### src/rtl/gigatron_pkg.sv
// Shared encodings for the Gigatron-ISA core: instruction fields, branch modes, ctrl bit
// positions and the logical-to-physical RAM address mapping.
package gigatron_pkg;

    typedef enum logic [2:0] {
        OpLd  = 3'd0,
        OpAnd = 3'd1,
        OpOr  = 3'd2,
        OpXor = 3'd3,
        OpAdd = 3'd4,
        OpSub = 3'd5,
        OpSt  = 3'd6,
        OpBcc = 3'd7
    } op_e;

    typedef enum logic [1:0] {
        BusD   = 2'd0,
        BusRam = 2'd1,
        BusAc  = 2'd2,
        BusIn  = 2'd3
    } bus_e;

    // Destination-selecting modes for ALU ops and stores
    localparam logic [2:0] ModeDstX   = 3'd4;
    localparam logic [2:0] ModeDstY   = 3'd5;
    localparam logic [2:0] ModeDstOut = 3'd6;
    localparam logic [2:0] ModeOutInc = 3'd7;

    localparam logic [2:0] BrJmp = 3'd0;
    localparam logic [2:0] BrGt  = 3'd1;
    localparam logic [2:0] BrLt  = 3'd2;
    localparam logic [2:0] BrNe  = 3'd3;
    localparam logic [2:0] BrEq  = 3'd4;
    localparam logic [2:0] BrGe  = 3'd5;
    localparam logic [2:0] BrLe  = 3'd6;
    localparam logic [2:0] BrBra = 3'd7;

    localparam int unsigned CtrlSsLo   = 2;
    localparam int unsigned CtrlSsHi   = 5;
    localparam int unsigned CtrlBankLo = 6;
    localparam int unsigned CtrlBankHi = 7;

    // Upper 32K of the logical space is windowed onto one of four 32K physical banks.
    function automatic logic [16:0] phys_addr(input logic [15:0] laddr,
                                              input logic [1:0]  bank,
                                              input logic        banked);
        if (banked && laddr[15]) begin
            return {bank, laddr[14:0]};
        end
        return {1'b0, laddr};
    endfunction

endpackage

### src/rtl/gigatron_alu_cond.sv
// Combinational ALU result and branch-taken decision for the Gigatron core.
module gigatron_alu_cond
    import gigatron_pkg::*;
(
    input  op_e        i_op,
    input  logic [2:0] i_mode,
    input  logic [7:0] i_ac,
    input  logic [7:0] i_b,
    output logic [7:0] o_alu,
    output logic       o_take
);

    logic [7:0] w_zac;
    logic       w_gt;
    logic       w_lt;
    logic       w_eq;

    always_comb begin
        o_alu = i_b;
        case (i_op)
            OpAnd:   o_alu = i_ac & i_b;
            OpOr:    o_alu = i_ac | i_b;
            OpXor:   o_alu = i_ac ^ i_b;
            OpAdd:   o_alu = i_ac + i_b;
            OpSub:   o_alu = i_ac - i_b;
            default: o_alu = i_b;
        endcase
    end

    // Flipping the sign bit turns a signed test against zero into an unsigned one against 0x80
    assign w_zac = {~i_ac[7], i_ac[6:0]};
    assign w_gt  = w_zac > 8'h80;
    assign w_lt  = w_zac < 8'h80;
    assign w_eq  = w_zac == 8'h80;

    always_comb begin
        o_take = 1'b1;
        case (i_mode)
            BrGt:    o_take = w_gt;
            BrLt:    o_take = w_lt;
            BrNe:    o_take = ~w_eq;
            BrEq:    o_take = w_eq;
            BrGe:    o_take = w_gt | w_eq;
            BrLe:    o_take = w_lt | w_eq;
            default: o_take = 1'b1;
        endcase
    end

endmodule

### src/rtl/gigatron_core_ext.sv
// Gigatron-ISA core: one instruction per cycle with a branch delay slot, memory stall
// handshake, debug halt/single-step and optional 128K RAM banking via ctrl[7:6].
module gigatron_core_ext
    import gigatron_pkg::*;
#(
    parameter int unsigned     PC_W     = 16,
    parameter logic [PC_W-1:0] RESET_PC = '0,
    parameter bit              BANKED   = 1'b1,
    parameter logic [7:0]      CTRL_RST = 8'h7C
) (
    input  logic            i_clock,
    input  logic            i_rst,
    output logic [PC_W-1:0] o_pc,
    input  logic [15:0]     i_rom,
    output logic [16:0]     o_addr_r,
    output logic [16:0]     o_addr_w,
    input  logic [7:0]      i_data,
    output logic [7:0]      o_data,
    output logic            o_we,
    input  logic            i_mem_ready,
    input  logic            i_halt,
    input  logic            i_step,
    output logic            o_halted,
    input  logic [7:0]      i_inreg,
    output logic [7:0]      o_out,
    output logic [7:0]      o_outx,
    output logic [7:0]      o_ctrl
);

    logic [PC_W-1:0] r_pc;
    logic [15:0]     r_ir;
    logic [7:0]      r_ac, r_x, r_y, r_out, r_outx, r_ctrl, r_data_o;
    logic [16:0]     r_addr_w;
    logic            r_we, r_halted;

    op_e             w_op;
    logic [2:0]      w_mode;
    bus_e            w_bus;
    logic [7:0]      w_d;
    logic [15:0]     w_laddr;
    logic [16:0]     w_paddr;
    logic [7:0]      w_b;
    logic [7:0]      w_alu;
    logic            w_take;
    logic [7:0]      w_pc_hi;
    logic [15:0]     w_tgt;
    logic [PC_W-1:0] w_pc_next;
    logic            w_advance;

    assign w_op   = op_e'(r_ir[15:13]);
    assign w_mode = r_ir[12:10];
    assign w_bus  = bus_e'(r_ir[9:8]);
    assign w_d    = r_ir[7:0];

    always_comb begin
        w_laddr = {8'h00, w_d};
        if (w_op != OpBcc) begin
            case (w_mode)
                3'd1:       w_laddr = {8'h00, r_x};
                3'd2:       w_laddr = {r_y, w_d};
                3'd3, 3'd7: w_laddr = {r_y, r_x};
                default:    w_laddr = {8'h00, w_d};
            endcase
        end
    end

    assign w_paddr = phys_addr(w_laddr, r_ctrl[CtrlBankHi:CtrlBankLo], BANKED);

    always_comb begin
        case (w_bus)
            BusD:    w_b = w_d;
            BusRam:  w_b = i_data;
            BusAc:   w_b = r_ac;
            default: w_b = i_inreg;
        endcase
    end

    gigatron_alu_cond u_alu_cond (
        .i_op   (w_op),
        .i_mode (w_mode),
        .i_ac   (r_ac),
        .i_b    (w_b),
        .o_alu  (w_alu),
        .o_take (w_take)
    );

    // Short-branch high byte is the page of the delay-slot instruction
    assign w_pc_hi   = (w_mode == BrJmp) ? r_y : 8'(r_pc >> 8);
    assign w_tgt     = {w_pc_hi, w_b};
    assign w_pc_next = (w_op == OpBcc && w_take) ? PC_W'(w_tgt) : r_pc + PC_W'(1);
    assign w_advance = ~i_rst & i_mem_ready & (~r_halted | i_step);

    always_ff @(posedge i_clock) begin
        if (i_rst) begin
            r_pc     <= RESET_PC;
            r_ir     <= 16'h0000;
            r_ac     <= 8'h00;
            r_x      <= 8'h00;
            r_y      <= 8'h00;
            r_out    <= 8'h00;
            r_outx   <= 8'h00;
            r_ctrl   <= CTRL_RST;
            r_we     <= 1'b0;
            r_addr_w <= 17'h0;
            r_data_o <= 8'h00;
            r_halted <= 1'b0;
        end else begin
            r_halted <= i_halt;
            r_we     <= 1'b0;
            if (w_advance) begin
                r_ir <= i_rom;
                r_pc <= w_pc_next;
                case (w_op)
                    OpSt: begin
                        r_addr_w <= w_paddr;
                        r_data_o <= w_b;
                        if (w_bus == BusRam) begin
                            r_ctrl <= w_d;
                        end else begin
                            r_we <= 1'b1;
                        end
                        if (w_mode == ModeDstX) r_x <= w_b;
                        if (w_mode == ModeDstY) r_y <= w_b;
                    end
                    OpBcc: ;
                    default: begin
                        case (w_mode)
                            ModeDstX: r_x <= w_alu;
                            ModeDstY: r_y <= w_alu;
                            ModeDstOut, ModeOutInc: begin
                                r_out <= w_alu;
                                // Rising edge of out[6] latches the pre-instruction ac
                                if (!r_out[6] && w_alu[6]) r_outx <= r_ac;
                            end
                            default: r_ac <= w_alu;
                        endcase
                    end
                endcase
                if (w_op != OpBcc && w_mode == ModeOutInc && w_bus == BusRam) begin
                    r_x <= r_x + 8'd1;
                end
            end
        end
    end

    assign o_pc     = r_pc;
    assign o_addr_r = w_paddr;
    assign o_addr_w = r_addr_w;
    assign o_data   = r_data_o;
    assign o_we     = r_we;
    assign o_halted = r_halted;
    assign o_out    = r_out;
    assign o_outx   = r_outx;
    assign o_ctrl   = r_ctrl;

endmodule

### config.mk
export PLATFORM = sky130hd
export DESIGN_NAME = gigatron_core_ext
export DESIGN_NICKNAME = d
export VERILOG_FILES = /design/src/rtl/gigatron_pkg.sv /design/src/rtl/gigatron_alu_cond.sv /design/src/rtl/gigatron_core_ext.sv
export SDC_FILE = /design/constraint.sdc
export NUM_CORES = 1
export LEC_CHECK = 0
export ABC_AREA = 1
export ABC_CLOCK_PERIOD_IN_PS = 4900
export BUFFER_PORTS_ARGS = -buffer_cell sky130_fd_sc_hd__buf_2
export CORE_ASPECT_RATIO = 1.75
export CORE_MARGIN = 2
export CORE_UTILIZATION = 35
export CTS_BUF_LIST = sky130_fd_sc_hd__clkbuf_16
export DETAILED_ROUTE_END_ITERATION = 16
export GPL_ROUTABILITY_DRIVEN = 0
export PLACE_DENSITY = 0.58
export SLEW_MARGIN = 30
export SYNTH_ARGS = -nofsm -noshare
export SYNTH_HDL_FRONTEND = slang
export SYNTH_HIERARCHICAL = 1
export SYNTH_SLANG_ARGS = --single-unit
### constraint.sdc
create_clock -name i_clock -period 4.9 [get_ports i_clock]
set_input_delay 0.98 -clock i_clock [delete_from_list [all_inputs] [get_ports i_clock]]
set_output_delay 0.98 -clock i_clock [all_outputs]
set_load 0.01 [all_outputs]
==> qor.yml, run 1 <==
critPathArrivalTime_ns: 4.41
syn_inst: 950
synth_edf_count: 0
viasPerCell: 5.03
power_density_nw_per_um2: 290
synth_cell_types: 42
rows: 64
setup-violations-final: 0
ir_drop_v: 0.000222
synthArstFlopShare_pct: 0
fmax_mhz: 240
layout.cells.non_filler: 1294
post-route-drc-count: 0
power_mw: 2.14
htree_levels: 3
cts_buffers: 9
grt_pass1_vias: 6272
highest_layer: "met4"
clock_skew_ns: 0.0112
ys_ff_latch: 107
overflow: 0
io_pins: 121
drt_iter0_drc: 354
cap_violations: 0
fillers: 1896
antenna_found_initial: 0
ant_nets: 0
cts_num_sinks: 107
start_kind: "flip-flop"
slew_violations: 0
syn_area_sq_um: 6270
synthTopCellsByCount: "nand2_1 (239), dfxtp_1 (107), inv_1 (106)"
drive_gt1_share_pct: 17.6
fin_util_pct: 42.1
cts_setup_buffers: 0
rsz0062_at_grt: "false"
routed_wl_um: 21900
synth.avg_cell_area_sq_um: 6.60
slew_headroom_pct: 53.3
dieArea_sq_um: 19100
worstMarginPinSlew_ns: 0.700
dp_hpwl_um: 16800
yosysMostFrequentCell: "nand2_1"
clock-root-buffer: "clkbuf_16"
hp-class: "reg2reg"
detailedPlace.worstSlack_ns: 0.663
route.vias.total: 6506
cts.path.max_buffers: 2
leakage_nw: 3.58
path_class: "reg2reg"
cts_resized: 0
placedInstanceArea_sq_um: 7060
fin_setup_tns_ns: 0
synth_area_leaders: "dfxtp_1 (34%), nand2_1 (14%), nand3_1 (6.8%)"
start_util_pct: 35.8
stdcell_area_sq_um: 7380
insertion_delay_ns: 0.36
min_path_cells: 2
wirelength_met1_um: 8130
grt.total_usage_pct: 23.0
status: "finished, final reports clean"
syn_nets: 1014
hold_buffers: 0
antenna_cells: 0
yosysWarnings: 6
grt_pass1_wl_um: 34100
cts_tree: "yes"
critPathCaptureType: "flip-flop"
wl_met2_um: 11800
grt_max_degree: 70
r2r_cells: 23
hold_viol: 0
placed_cells: 1278
setup_slack_ns: 0.736
port_buffers: 120
synth-seq-area-share_pct: 34.1
wl_met3_um: 890
path_clk_slew_ns: 0.08
critPathMaxFanout: 13
whs_ns: 0.467
wl_per_cell_um: 16.9
finalCriticalPeriod_ns: 4.16
nets: 1122
die_h_um: 181
cp.required_ns: 5.15
syn2layout_area_growth_pct: 17.7
period_share_pct: 85.0
drt_pass1_iterations: 5
coreArea_sq_um: 17500
die_x_um: 105
synth_top_area_share_pct: 34.1
yosys_most_used_dff: "dfxtp_1"
yosysTopAreaCell: "dfxtp_1"
[routing by layer]
layer / global-route usage, % / vias up
li1: - / 3303
met1: 24.3 / 2981
met2: 43.6 / 170
met3: 2.92 / 52
met4: 11.8 / 0
met5: 0 / -
[power by group]
| part | total, mW | internal (mW) | leakage, nW | switching (mW) |
|---|---|---|---|---|
| sequential | 0.923 | 0.887 | 0.867 | 0.0355 |
| combinational | 0.436 | 0.145 | 2.55 | 0.291 |
| clock | 0.785 | 0.411 | 0.156 | 0.374 |
[cell type report]
cell class                 instances  area [sq um]  area share [%]
clock inverter                     7          97.6            1.32
multi-input combinational        692          3520            47.6
clock buffer                       9           225            3.05
tap                              231           289            3.92
sequential                       107          2140            29.0
timing repair buffer             128           661            8.95
inverter                         120           450            6.10
[path summary, 6_finish.rpt]
kind | from | end | slack (ns)
setup reg to reg | r_ir[9]$_SDFFE_PP0P_ | o_outx[6]$_SDFFE_PP0P_ | 0.74
setup / recovery | r_ir[9]$_SDFFE_PP0P_ | o_outx[6]$_SDFFE_PP0P_ | 0.74
hold reg to reg | o_addr_w[7]$_SDFFE_PP0P_ | o_addr_w[7]$_SDFFE_PP0P_ | 0.47
hold / removal | o_addr_w[7]$_SDFFE_PP0P_ | o_addr_w[7]$_SDFFE_PP0P_ | 0.47
[worst max-delay path, stage by stage (launching register included)]
cell and delay (ns):
dfxtp_1 0.58, inv_1 0.20, nor2_1 0.24, nand2_1 0.10, nand3_1 0.07, o21ai_0 0.11
buf_4 0.19, inv_1 0.14, inv_1 0.09, ha_1 0.26, or2_1 0.22, o21ai_0 0.11
inv_1 0.10, fa_1 0.48, inv_1 0.08, nand4_1 0.13, nand3_1 0.10, nand2_1 0.05
nand3_1 0.07, nand4_1 0.28, nand3b_4 0.23, inv_2 0.10, nor2_1 0.09, nor2_1 0.05
[placed cells by master, fill, tap and decap left out, drive strengths merged, types with 7 or more instances in the layout]
master  Yosys  layout
or2         7       7
nand3      86      86
inv       119     121
a21oi      74      74
ha         26      26
nand4      11      11
nand2     244     244
xor2        8       8
a211oi      7       7
buf        16     128
nor3       17      17
nor2      103     103
o211ai     10      10
o21ai      82      82
dfxtp     107     107
clkbuf     15       9
[cells by family (layout without fill, tap and decap cells)]
family	Yosys count	in the layout	synth area share (%)
AND/OR/NAND/NOR	471	471	33.0
AO/OA/AOI/OAI	181	181	15.7
buffers and inverters	151	264	9.81
flip-flops	107	107	34.1
adder cells (fa/ha/maj)	27	27	5.50
XOR/XNOR	13	13	1.81
[registers in the layout, indices dropped and copies added, names as in the netlist]
register / count
o_addr_w: 17
o_ctrl: 8
o_data: 8
o_halted: 1
o_out: 8
o_outx: 8
o_pc: 16
o_we: 1
r_ac: 8
r_ir: 16
r_x: 8
r_y: 8
Note: power is estimated with default switching activity, not from simulation.
==> run 2: changes to the inputs <==
--- a/config.mk
+++ b/config.mk
@@ -6,7 +6,7 @@
 export NUM_CORES = 1
 export LEC_CHECK = 0
 export ABC_AREA = 1
-export ABC_CLOCK_PERIOD_IN_PS = 4900
+export ABC_CLOCK_PERIOD_IN_PS = 3600
 export BUFFER_PORTS_ARGS = -buffer_cell sky130_fd_sc_hd__buf_2
 export CORE_ASPECT_RATIO = 1.75
 export CORE_MARGIN = 2
@@ -14,7 +14,7 @@
 export CTS_BUF_LIST = sky130_fd_sc_hd__clkbuf_16
 export DETAILED_ROUTE_END_ITERATION = 16
 export GPL_ROUTABILITY_DRIVEN = 0
-export PLACE_DENSITY = 0.58
+export PLACE_DENSITY = 0.6
 export SLEW_MARGIN = 30
 export SYNTH_ARGS = -nofsm -noshare
 export SYNTH_HDL_FRONTEND = slang
==> constraint.sdc (replaced) <==
create_clock -name i_clock -period 3.6 [get_ports i_clock]
set_input_delay 0.72 -clock i_clock [delete_from_list [all_inputs] [get_ports i_clock]]
set_output_delay 0.72 -clock i_clock [all_outputs]
set_load 0.01 [all_outputs]
==> qor.yml, run 2 (same netlist as run 1, synthesis figures left out) <==
ant_nets: 0  # unchanged
grt.total_usage_pct: 22.7  # was 23.0%
viasPerCell: 4.98  # was 5.03
dp_hpwl_um: 16900  # was 16800 um
wl_per_cell_um: 16.1  # was 16.9 um
fin_setup_tns_ns: 0  # unchanged
insertion_delay_ns: 0.36  # about the same
path_clk_slew_ns: 0.08  # about the same
antenna_found_initial: 0  # unchanged
antenna_cells: 0  # unchanged
detailedPlace.worstSlack_ns: -0.135  # was 0.663 ns
intPower_mw: 1.99  # was 1.44 mW
hold_end: "o_addr_w[10]$_SDFFE_PP0P_"  # was o_addr_w[7]$_SDFFE_PP0P_
pwr-share-seq_pct: 41.9  # was 43.0%
setup_slack_ns: 0.230  # was 0.736 ns
rsz0062_at_grt: "false"  # unchanged
grt_max_degree: 64  # was 70
ir_drop_v: 0.000205  # was 0.000222 V
final_common_cell: "nand2_1"  # unchanged
critPathCaptureType: "flip-flop"  # unchanged
cts_tree: "yes"  # unchanged
cts.path.max_buffers: 2  # unchanged
placed_cells: 1322  # was 1278
power_density_nw_per_um2: 384  # was 290 nW/um^2
r2r-end: "r_x[4]$_SDFFE_PP0P_"  # was o_outx[6]$_SDFFE_PP0P_
start_kind: "flip-flop"  # unchanged
slew_violations: 0  # unchanged
clock_skew_ns: 0.0154  # was 0.0112 ns
final_cell_mix: "nand2_1 (238), buf_2 (120), inv_1 (105), dfxtp_1 (105), nor2_1 (88)"  # was nand2_1 (239), buf_2 (120), dfxtp_1 (107), inv_1 (106), nor2_1 (91)
fillers: 1876  # was 1896
r2r_cells: 21  # was 23
p_sw_share_pct: 32.9  # was 32.7%
hp-start: "o_addr_w[10]$_SDFFE_PP0P_"  # was o_addr_w[7]$_SDFFE_PP0P_
min_path_cells: 2  # unchanged
overflow: 0  # unchanged
clock-root-buffer: "clkbuf_16"  # unchanged
leakage_nw: 3.78  # was 3.58 nW
crit_path_top_delay_cell: "dfxtp_2"  # was dfxtp_1
fmax_mhz: 297  # was 240 MHz
start_util_pct: 35.8  # unchanged
layout.cells.non_filler: 1340  # was 1294
whs_ns: 0.466  # was 0.467 ns
drt_iter0_drc: 341  # was 354
dieArea_sq_um: 19100  # unchanged
hp-class: "reg2reg"  # unchanged
switchingPower_mw: 0.976  # was 0.700 mW
rrSetupSlack_ns: 0.23  # was 0.74 ns
period_share_pct: 93.6  # was 85.0%
hold_viol: 0  # unchanged
critPathMaxFanout: 6  # was 13
cp.required_ns: 3.84  # was 5.15 ns
path_delay_family: "simple AND/OR/NAND/NOR gates"  # unchanged
largest_reg_flops: 17  # unchanged
die_x_um: 105  # unchanged
coreArea_sq_um: 17500  # unchanged
drt_pass1_iterations: 8  # was 5
port_buffers: 120  # unchanged
route.vias.total: 6674  # was 6506
critPathArrivalTime_ns: 3.61  # was 4.41 ns
cts_num_sinks: 107  # unchanged
io_pins: 121  # unchanged
syn2layout_area_growth_pct: 23.1  # was 17.7%
htree_levels: 3  # unchanged
cp_slowest_stage_delay_ns: 0.36  # was 0.58 ns
power_frac_comb_pct: 24.5  # was 20.3%
p_clk_share_pct: 33.5  # was 36.6%
grt_pass1_wl_um: 33700  # was 34100 um
post-route-drc-count: 0  # unchanged
die_h_um: 181  # unchanged
routed_wl_um: 21600  # was 21900 um
rows: 64  # unchanged
finalCriticalPeriod_ns: 3.37  # was 4.16 ns
grt_pass1_vias: 6291  # was 6272
cts_buffers: 9  # unchanged
path_buf_inv: 5  # was 7
path_cells: "buf_4, o21ai_0, nand3_1, o21ai_0, inv_1, buf_4, nor2_1, nand2_1, nand2_2, xor2_1, inv_1, ha_1, buf_4, a21o_1, nor3_1, nand3b_1, o2111ai_1, nand2_1, nand3_1, nand2_1, a21oi_1"  # was inv_1, nor2_1, nand2_1, nand3_1, o21ai_0, buf_4, inv_1, inv_1, ha_1, or2_1, o21ai_0, inv_1, fa_1, inv_1, nand4_1, nand3_1, nand2_1, nand3_1, nand4_1, nand3b_4, inv_2, nor2_1, nor2_1
r2r_start: "r_ir[9]$_SDFFE_PP0P_"  # unchanged
slew_headroom_pct: 55.7  # was 53.3%
drive_gt1_share_pct: 21.7  # was 17.6%
path_class: "reg2reg"  # unchanged
status: "finished, final reports clean"  # unchanged
cap_violations: 0  # unchanged
nets: 1168  # was 1122
worstMarginPinSlew_ns: 0.662  # was 0.700 ns
hold_buffers: 0  # unchanged
setup-violations-final: 0  # unchanged
==> run 2: worst register-to-register path: cells and delay by family (launching register included) <==
family | cells | cell delay, ns
compound gates | 5 | 0.78
xor+xnor | 1 | 0.16
simple gates | 9 | 0.99
flops | 1 | 0.36
buf+inv | 5 | 0.65
fa+ha+maj | 1 | 0.32
==> run 2: layer usage <==
metal  wire length, um  vias up  global-route usage, %
met2             11600      175                   42.4
met5                 0        -                      0
li1                  -     3400                      -
met4              1120        0                   13.0
met1              8130     3052                   24.0
met3               783       47                   2.45
==> run 2: stage by stage <==
stage,total power [mW],cell area (sq um),util [%]
floorplan,1.67,6270,-
global placement,1.98,7390,42.1
detailed placement,1.98,7390,42.1
CTS,2.98,7680,43.8
global route,3.11,7720,44.0
finish,2.97,7720,44.0
==> run 2: power by group through the flow <==
| stage | clock (mW) | combinational (mW) | sequential [mW] |
|---|---|---|---|
| global route | 1.06 | 0.802 | 1.25 |
| CTS | 1.02 | 0.717 | 1.24 |
| detailed placement | 0 | 0.714 | 1.27 |
| floorplan | 0 | 0.405 | 1.26 |
| finish | 0.995 | 0.728 | 1.24 |
| global placement | 0 | 0.709 | 1.27 |
==> run 2: layout make-up <==
type | count | area [sq um] | share of cell area, %
Multi-Input combinational cell | 693 | 3540 | 45.9
Sequential cell | 107 | 2150 | 27.8
Timing Repair Buffer | 173 | 998 | 12.9
Inverter | 120 | 450 | 5.83
Tap cell | 231 | 289 | 3.74
Clock buffer | 9 | 225 | 2.92
Clock inverter | 7 | 68.8 | 0.891
==> run 2: worst max-delay path by stage <==
| stage | start | to | slack, ns | cells past startpoint |
|---|---|---|---|---|
| 2_1_floorplan | i_data[1] | o_outx[0]$_SDFFE_PP0P_ | 0.24 | 20 |
| 5_1_grt | r_ir[9]$_SDFFE_PP0P_ | r_y[5]$_SDFFE_PP0P_ | 0.002 | 22 |
| 3_3_place_gp | i_data[1] | r_y[2]$_SDFFE_PP0P_ | -0.13 | 19 |
| 3_5_place_dp | i_data[1] | r_y[2]$_SDFFE_PP0P_ | -0.13 | 19 |
| 6_report | r_ir[9]$_SDFFE_PP0P_ | r_x[4]$_SDFFE_PP0P_ | 0.23 | 21 |
| 4_1_cts | r_ir[9]$_SDFFE_PP0P_ | r_y[2]$_SDFFE_PP0P_ | 0.03 | 20 |
==> run 2: what timing repair did <==
action,in CTS,in global routing
setup buffers,0,1
endpoints found under the setup margin,0,33
endpoints found under the hold margin,0,0
resized for setup,0,10
